<file path="src/rtl/io_bank_arbiter.sv">
// rtl/io_bank_arbiter.sv - round-robin whole-bank IO pad arbiter with tri-state guard intervals
// A requester owns every pad while granted; pads are released for TURN_CYCLES before and after each grant.
module io_bank_arbiter #(
   parameter int NUM_IO      = 24,
   parameter int NUM_REQ     = 4,
   parameter int TURN_CYCLES = 2,
   parameter int MAX_HOLD    = 256
) (
   input  logic                       clk,
   input  logic                       rst_n,
   input  logic [NUM_REQ-1:0]         req,
   output logic [NUM_REQ-1:0]         gnt,
   input  logic [NUM_REQ*NUM_IO-1:0]  req_out,
   input  logic [NUM_REQ*NUM_IO-1:0]  req_oeb,
   output logic [NUM_IO-1:0]          req_in,
   input  logic [NUM_IO-1:0]          io_in,
   output logic [NUM_IO-1:0]          io_out,
   output logic [NUM_IO-1:0]          io_oeb,
   output logic                       busy,
   output logic                       timeout_evt
);

   localparam int PW      = $clog2(NUM_REQ);
   localparam int CNT_MAX = (MAX_HOLD > TURN_CYCLES) ? MAX_HOLD : TURN_CYCLES;
   localparam int CW      = $clog2(CNT_MAX + 1);
   localparam logic [CW-1:0] TURN_LAST = CW'(TURN_CYCLES - 1);
   localparam logic [CW-1:0] HOLD_LAST = CW'((MAX_HOLD == 0) ? 0 : MAX_HOLD - 1);
   localparam logic [CW-1:0] HOLD_SAT  = CW'(MAX_HOLD);

   typedef enum logic [1:0] {IDLE, TURN, GRANT, PARK} state_t;

   state_t              state_q, state_d;
   logic [PW-1:0]       ptr_q, ptr_d;
   logic [PW-1:0]       owner_q, owner_d;
   logic [CW-1:0]       cnt_q, cnt_d;
   logic [NUM_REQ-1:0]  gnt_q, gnt_d;
   logic [NUM_IO-1:0]   io_out_q, io_out_d;
   logic [NUM_IO-1:0]   io_oeb_q, io_oeb_d;
   logic [NUM_IO-1:0]   req_in_q, req_in_d;
   logic                timeout_evt_q, timeout_evt_d;

   logic [PW-1:0]       pick;
   logic                pick_vld;
   logic [PW-1:0]       next_ptr;
   logic [NUM_REQ-1:0]  other_req;
   logic                hold_expired;

   // Scan offsets high to low so the requester closest to ptr is the last (winning) write.
   always_comb begin
      int idx;
      idx      = 0;
      pick     = '0;
      pick_vld = 1'b0;
      for (int i = NUM_REQ - 1; i >= 0; i--) begin
         idx = int'(ptr_q) + i;
         if (idx >= NUM_REQ) idx = idx - NUM_REQ;
         if (req[idx]) begin
            pick     = PW'(idx);
            pick_vld = 1'b1;
         end
      end
   end

   always_comb begin
      next_ptr           = (owner_q == PW'(NUM_REQ - 1)) ? '0 : owner_q + 1'b1;
      other_req          = req;
      other_req[owner_q] = 1'b0;
      hold_expired       = (MAX_HOLD != 0) && (cnt_q == HOLD_LAST) && (|other_req);
   end

   always_comb begin
      state_d       = state_q;
      ptr_d         = ptr_q;
      owner_d       = owner_q;
      cnt_d         = cnt_q;
      gnt_d         = gnt_q;
      io_out_d      = '0;
      io_oeb_d      = '1;
      req_in_d      = io_in;
      timeout_evt_d = 1'b0;
      case (state_q)
         IDLE: begin
            if (pick_vld) begin
               owner_d = pick;
               cnt_d   = '0;
               state_d = TURN;
            end
         end
         TURN: begin
            if (!req[owner_q]) begin
               ptr_d   = next_ptr;
               state_d = IDLE;
            end else if (cnt_q == TURN_LAST) begin
               gnt_d          = '0;
               gnt_d[owner_q] = 1'b1;
               cnt_d          = '0;
               state_d        = GRANT;
            end else begin
               cnt_d = cnt_q + 1'b1;
            end
         end
         GRANT: begin
            // A voluntary release wins over a timeout in the same cycle, so no event is flagged.
            if (!req[owner_q] || hold_expired) begin
               timeout_evt_d = req[owner_q];
               gnt_d         = '0;
               ptr_d         = next_ptr;
               cnt_d         = '0;
               state_d       = PARK;
            end else begin
               io_out_d = req_out[int'(owner_q)*NUM_IO +: NUM_IO];
               io_oeb_d = req_oeb[int'(owner_q)*NUM_IO +: NUM_IO];
               if (cnt_q != HOLD_SAT) cnt_d = cnt_q + 1'b1;
            end
         end
         PARK: begin
            if (cnt_q == TURN_LAST) begin
               cnt_d   = '0;
               state_d = IDLE;
            end else begin
               cnt_d = cnt_q + 1'b1;
            end
         end
         default: state_d = IDLE;
      endcase
   end

   always_ff @(posedge clk) begin
      if (!rst_n) begin
         state_q       <= IDLE;
         ptr_q         <= '0;
         owner_q       <= '0;
         cnt_q         <= '0;
         gnt_q         <= '0;
         io_out_q      <= '0;
         io_oeb_q      <= '1;
         req_in_q      <= '0;
         timeout_evt_q <= 1'b0;
      end else begin
         state_q       <= state_d;
         ptr_q         <= ptr_d;
         owner_q       <= owner_d;
         cnt_q         <= cnt_d;
         gnt_q         <= gnt_d;
         io_out_q      <= io_out_d;
         io_oeb_q      <= io_oeb_d;
         req_in_q      <= req_in_d;
         timeout_evt_q <= timeout_evt_d;
      end
   end

   assign gnt         = gnt_q;
   assign io_out      = io_out_q;
   assign io_oeb      = io_oeb_q;
   assign req_in      = req_in_q;
   assign timeout_evt = timeout_evt_q;
   assign busy        = (state_q != IDLE);

endmodule

</file>
<file path="config.mk">
export PLATFORM = sky130hd
export DESIGN_NAME = io_bank_arbiter
export DESIGN_NICKNAME = d
export VERILOG_FILES = /design/src/rtl/io_bank_arbiter.sv
export SDC_FILE = /design/constraint.sdc
export NUM_CORES = 1
export LEC_CHECK = 0
export BUFFER_PORTS_ARGS = -buffer_cell sky130_fd_sc_hd__buf_2
export CAP_MARGIN = 40
export CORE_MARGIN = 2
export CORE_UTILIZATION = 35
export CTS_CLUSTER_SIZE = 30
export DETAILED_ROUTE_END_ITERATION = 6
export GPL_TIMING_DRIVEN = 0
export MAX_ROUTING_LAYER = met4
export PLACE_DENSITY = 0.8
export SYNTH_ARGS = -nofsm -noshare
export SYNTH_HDL_FRONTEND = slang
export SYNTH_SLANG_ARGS = --single-unit
</file>
<file path="constraint.sdc">
create_clock -name clk -period 2.7 [get_ports clk]
set_input_delay 0.54 -clock clk [delete_from_list [all_inputs] [get_ports clk]]
set_output_delay 0.54 -clock clk [all_outputs]
set_load 0.005 [all_outputs]
</file>
== Yosys cells after proc, flatten, opt, wreduce, memory -nomap -nowiden ==
Cells that the tools add are included.

* Bits in writable memories: 0
* Output and inout bits: 78
* Input bits: 222
* Logic and storage cells: 113
* Latch bits: 0
* Register bits: 92
* Memories: 0
* Memory bits (read-only): 0

* Order comparisons: 10
* $mul: 1
* Eq/ne operators: 15
* Multiplexer cells: 48
* Div/mod/pow operators: 0
* Reductions and logical operators: 15
* Shift operators: 2
* $add $sub $neg: 9
* Bitwise logic cells: 4

{| class="wikitable"
|+ Operator list
! kind !! count
|-
| $lt A32 B4 Y1 const B || 4
|-
| $mux W32 || 4
|-
| $shiftx A96 B32 Y24 || 1
|-
| $shiftx A96 B8 Y24 || 1
|-
| $mux W9 || 5
|-
| $pmux W9 S4 || 1
|-
| $mux W2 || 12
|-
| $mux W1 || 14
|-
| $mux W4 || 3
|-
| $ne A2 B2 Y1 const B || 6
|-
| $sub A3 B3 Y4 const B || 3
|-
| $bmux W1 S2 || 5
|-
| $add A9 B1 Y9 const B || 1
|-
| $eq A9 B1 Y1 const B || 1
|-
| $eq A9 B8 Y1 const B || 1
|-
| $ge A3 B3 Y1 const B || 3
|-
| $ne A9 B9 Y1 const B || 1
|-
| $reduce_and A3 Y1 || 3
|-
| $pmux W2 S4 || 1
|-
| $pmux W4 S2 || 1
|-
| $reduce_and A4 Y1 || 2
|-
| $add A2 B2 Y3 const B || 2
|-
| $eq A2 B2 Y1 const B || 3
|-
| $ne A3 B3 Y1 const B || 2
|-
| other kinds (21) || 24
|}

== Logic depth before layout (Yosys ltp) ==
* Depth in word-level cells: 12
* Mapped depth: 10
* Gate-level depth less buffers: 9

== Worst setup path before layout ==
OpenSTA, ideal clock, no wires.

* Path type: register to register
* Start: register owner_q[1]
* End: register io_oeb_q[11] (netlist: io_oeb[11])
* Clock period less this slack: 2.338 ns
* Cell stages (with the launch flop): 11
* Library setup time: 0.123 ns
* Setup slack: 0.362 ns
* Data required time: 2.577 ns
* Path buffers: 3
* Arrival: 2.215 ns
* Cell sequence: dfxtp_1 -> clkbuf_1 -> buf_1 -> inv_1 -> ha_1 -> nor2b_4 -> o41a_4 -> nor2_4 -> nand2_2 -> buf_6 -> or2_2

* Word-level cells in the longest chain between the ends: 10
* Elaborated cells between the ends (all ways): 16
* Classes of those cells: mul (1); order compare (2); shift (1); mux (4); bitwise (2); reduce/logical (6)

{| class="wikitable"
|+ RTL lines
! element !! line !! text
|-
| start: declaration || 34 || <nowiki>logic [PW-1:0] owner_q, owner_d;</nowiki>
|-
| start signal: assignment || 142 || <nowiki>owner_q <= owner_d;</nowiki>
|-
| parallel branches: the longest is 10 deep, another holds $mul A2 B2 Y4 || -- ||
|-
| end signal: assignment || 146 || <nowiki>io_oeb_q <= io_oeb_d;</nowiki>
|-
| end: declaration || 38 || <nowiki>logic [NUM_IO-1:0] io_oeb_q, io_oeb_d;</nowiki>
|}

Parallel ways; which one is timed is not known. The select of a mux whose other input is x is not followed.
A chain may end at the register's enable or synchronous reset.

== Worst setup path after layout ==
* Start: register owner_q[0]
* End: register cnt_q[7]

* Word-level cells in the longest chain between the ends: 11
* Elaborated cells between the ends (all ways): 18
* Classes of those cells: order compare (2); eq/ne (2); mux (6); bitwise (2); reduce/logical (6)

{| class="wikitable"
|+ RTL lines
! element !! line !! text
|-
| $lt A2 B3 Y1 (not written as such) or $ge A2 B1 Y1 (tied branches) || 67 || <nowiki>other_req[owner_q] = 1'b0;</nowiki>
|-
| $logic_and A1 B1 Y1 (not written as such) || 67 ||
|-
| $mux W1 (not written as such) || 67 ||
|-
| $demux W1 S2 || 67 ||
|-
| $not A4 Y4 (no line) || -- ||
|-
| $and A4 B4 Y4 (no line) || -- ||
|-
| $reduce_or A4 Y1 || 68 || <nowiki>hold_expired = (MAX_HOLD != 0) && (cnt_q == HOLD_LAST) && (|other_req);</nowiki>
|-
| $logic_and A1 B1 Y1 || 68 ||
|-
| $logic_or A1 B1 Y1 || 104 || <nowiki>if (!req[owner_q] || hold_expired) begin</nowiki>
|-
| $mux W9 or $ne A3 B3 Y1 (tied branches) || -- ||
|-
| $pmux W9 S4 or $reduce_and A3 Y1 (tied branches) || -- ||
|-
| end signal: assignment || 143 || <nowiki>cnt_q <= cnt_d;</nowiki>
|-
| end: declaration || 35 || <nowiki>logic [CW-1:0] cnt_q, cnt_d;</nowiki>
|}

Parallel ways exist; a longest one is shown, timed or not. The select of a mux whose other input is x is not followed.

==> results by stage <==
Outcome:
- The flow ran to the end, and the final reports show no timing, DRC or antenna violations.

Clock network:
- At the later pin of the worst-skew pair, clock insertion delay measures ~0.35 ns.
- The CTS H-tree depth is 3.
- The clock slew at the register clock pins of the worst setup and hold paths is 0.07 ns.
- The clock root buffer master is clkbuf_16.
- Hold repair after CTS inserted 0 buffers.
- The number of sinks handled by clock tree synthesis is 92.
- The total clock buffers created by CTS is 9.
- TritonCTS built the clock tree.
- The longest clock path from root to sink contains 2 buffers.

Logic synthesis:
- Yosys attributes the largest share of cell area to dfxtp_1, mux4_2, and2_1, and3_1, or2_2.
- After synthesis, the share of flip-flops with an asynchronous set or reset is 0.
- Of the total synthesized cell area, the portion taken by full adders, half adders and majority gates is 0.0225.
- The warning count from the yosys run is 0.
- A synthesized cell averages 11.7 µm².
- The post-synthesis instance area is 0.00444 mm².
- Measured against the total synthesized area, the mux share comes to 0.258.
- The cell taking the most area after synthesis is dfxtp_1.
- The count of distinct cell types in the synthesized netlist is 45.
- Synthesis produced a netlist whose cell count is 380.
- The sequential element share of the synthesized area is 0.415.
- Counting every net in the synthesized netlist gives 610.
- The synthesized design contains roughly 90 register bits.
- Of the post-synthesis cell area, the dominant cell type holds 0.415.
- Of the total synthesized cell area, the portion taken by XOR and XNOR cells is 0.
- Of the total synthesized cell area, the portion taken by AND, OR, NAND and NOR gates is 0.194.
- The count of flip-flops with a built-in enable after synthesis is 0.
- By area, the combinational part of the netlist is dominated by multiplexers.
- The dominant synthesized flop cell is dfxtp_1.
- The compound-cell area share of the yosys netlist is 0.0696.

Floorplanning:
- The number of rows created at floorplan is 41.
- The initial cell density of the core is 0.355.
- The full die area is roughly 0.014 mm².
- The die span in x is roughly 120 µm.
- The die span in y is roughly 120 µm.
- The number of top-level pins is 300.
- The core region area is 0.0125 mm².

Finish:
- The area taken by flip-flops and latches is 0.00184 mm².
- The final standard cell utilization of the core is 0.519.
- In the final layout, the multi-input gates occupy 0.00242 mm².
- The net count of the finished layout is 918.
- The number of filler cells placed in the layout is 1177.
- The library cells used most frequently in the layout, excluding fill and tap cells, are buf_2, dfxtp_1, mux4_2, and3_1, and2_1.
- The commonest non-fill, non-tap cell in the layout is buf_2.
- The signed area change from the synthesized netlist to the final layout is 46.4%.
- The share of cells above drive strength 1 is 0.582.

Power and ir drop:
- The static power due to leakage is 2.98 nW.
- The switching part of the total power is 0.244.
- The logic gate share of total power is 0.188.
- The internal portion of the total power is 2.68 mW.
- Across the VDD grid, the largest voltage drop is 258 µV.
- In this run the power density over the cells is 544 mW/mm².
- The proportion of power drawn by the clock network is 0.414.
- The share of total power dissipated in sequential elements is 0.398.
- The total net switching power is 0.863 mW.

Timing:
- Derived from the worst setup path, the maximum achievable clock frequency is 398 MHz.
- Setup repair after global routing left no endpoint under its margin.
- The clock arrives with 0.0108 ns of skew.
- The worst pin sits at a relative slew slack of 0.509.
- Counting I/O delays and the setup requirement, the final critical path takes 2.51 ns.
- Setup violations remaining at the end of the flow were counted as 0.
- The worst hold slack across all endpoints is 0.387 ns.
- The final-report max-slew violation count was 0.
- The number of failing hold endpoints at the final stage came to 0.
- For the pin with the worst max-slew slack, the measured transition is approximately 0.74 ns.
- The share of the clock period used by the worst path is 0.930.

Setup path:
- STA puts the critical path data arrival time at between 2 and 3 ns.
- The sort of element at the start of the critical path is a flip-flop.
- The type of destination of the critical path is a flip-flop.
- The critical path contains buffers and inverters numbering 3 combined.
- The kind of cell with the highest combined delay along the critical path is compound AO/OA/AOI/OAI gates.
- The critical-path cell with the highest stage delay is o41a_4.
- In this run the worst path has a maximum fanout of 18.
- The worst setup path category is reg -> reg.
- The largest single stage delay on the critical path is 0.50 ns.
- The critical path goes through clkbuf_4 > inv_1 > ha_1 > nor2b_4 > o41a_4 > o31ai_4 > buf_6 > nand2b_4 > o22ai_1.
- The required time of the critical path is 2.93 ns.

Routing:
- The number of remaining DRC errors is 0.
- The first routing iteration left 274 violations.
- The detailed-route wire length is 15.1 mm.
- Detailed routing inserted a total of 4284 vias.
- The first-pass iteration count of the detailed router is 4.
- The remaining antenna violation count is 0.
- The via density per instance is 4.94.
- Dividing the detail-routed wire length by the instance count gives 17.4 µm.

GRT:
- Entering global routing, the biggest net connects 18 pins.
- The sum of overflow across all layers after global routing is 0.
- The via count of the first global-routing pass was ~4200.
- The initial antenna violation count came to 3.
- The first-pass GRT wire length is 21.6 mm.
- In the global route stage, overall resource usage came out at 0.223.

Job:
- Max-cap violations in this run came to 0.

Placed design:
- Buffers placed on the I/O ports in this run total 298.
- Routability-driven placement finished with a final weighted congestion of a little under 0.9.
- The half-perimeter wire length after placement is 12.4 mm.

Min path:
- The class of the tightest hold or removal check is in -> reg.
registers in the layout (all words and copies together), names as in the netlist, named ones only:
name         count
timeout_evt      1
req_in          24
ptr_q            2
io_oeb          24
state_q          1
owner_q          2
cnt_q            9
gnt              4
io_out          24
synthesized netlist by cell type (8+ instances only):
cell type and instances:
inv_1 10, and2_1 25, ha_1 8, or2_2 17
a21oi_1 21, dfxtp_1 92, nand2_1 16, mux4_2 49
nand3_1 16, nor2_1 10, or2_1 10, and3_1 25
clkbuf_1 14
power groups by stage:
stage                     Clock (mW)  Combinational, mW  Sequential, mW
after CTS                       1.48              0.670            1.41
after global routing            1.56              0.724            1.41
after floorplan                    0              0.384            1.44
after detailed placement           0              0.666            1.44
after global placement             0              0.651            1.44
final                           1.47              0.665            1.41
per-stage QoR:
step	power [mW]	TNS [ns]	cells	area, µm²	worst slack (ns)
2_1_floorplan	1.82	0	380	4440	0.362
3_3_place_gp	2.09	-6.02	850	6150	-0.229
3_5_place_dp	2.11	-7.44	850	6150	-0.250
4_1_cts	3.56	0	867	6500	0.000864
5_1_grt	3.69	0	868	6500	0.0216
6_report	3.54	0	868	6500	0.188
logic make-up after synthesis:
group / count (synthesis)
AO/OA/AOI/OAI: 43
multiplexers: 53
buffers and inverters: 37
AND/OR/NAND/NOR: 147
adder cells (fa/ha/maj): 8
flip-flops: 92
path summary, 6_finish.rpt:
| check | slack, ns | cells after the start | start | endpoint |
|---|---|---|---|---|
| worst min register to register | 0.48 | 2 | gnt[0]$_SDFFE_PN0P_ | gnt[0]$_SDFFE_PN0P_ |
| worst min-delay path | 0.39 | 2 | io_in[13] | req_in[13]$_SDFF_PN0_ |
| worst max-delay path | 0.19 | 9 | owner_q[0]$_SDFFE_PN0P_ | cnt_q[7]$_SDFFE_PN0P_ |
| worst max register to register | 0.19 | 9 | owner_q[0]$_SDFFE_PN0P_ | cnt_q[7]$_SDFFE_PN0P_ |
per-layer routing:
layer / global-route usage / wire length, µm
met5: - / 0
met4: 0.100 / 400
met3: 0.0669 / 1170
met2: 0.361 / 7590
met1: 0.255 / 5940
what timing repair did:
item | CTS | global route
setup buffers | 2 | 0
setup endpoints to repair | 61 | 57
gates resized for setup | 1 | 2
pin swaps | 1 | 0
cell type report:
cell class                 count  area share
timing repair buffer         300       0.232
clock buffer                  11      0.0358
multi-input combinational    251       0.372
clock inverter                 5      0.0166
sequential                    92       0.283
tap                          172      0.0331
inverter                      11     0.00635
antenna                        3     0.00115
buffer                        23      0.0200
Note: power is estimated with default switching activity, not from simulation.
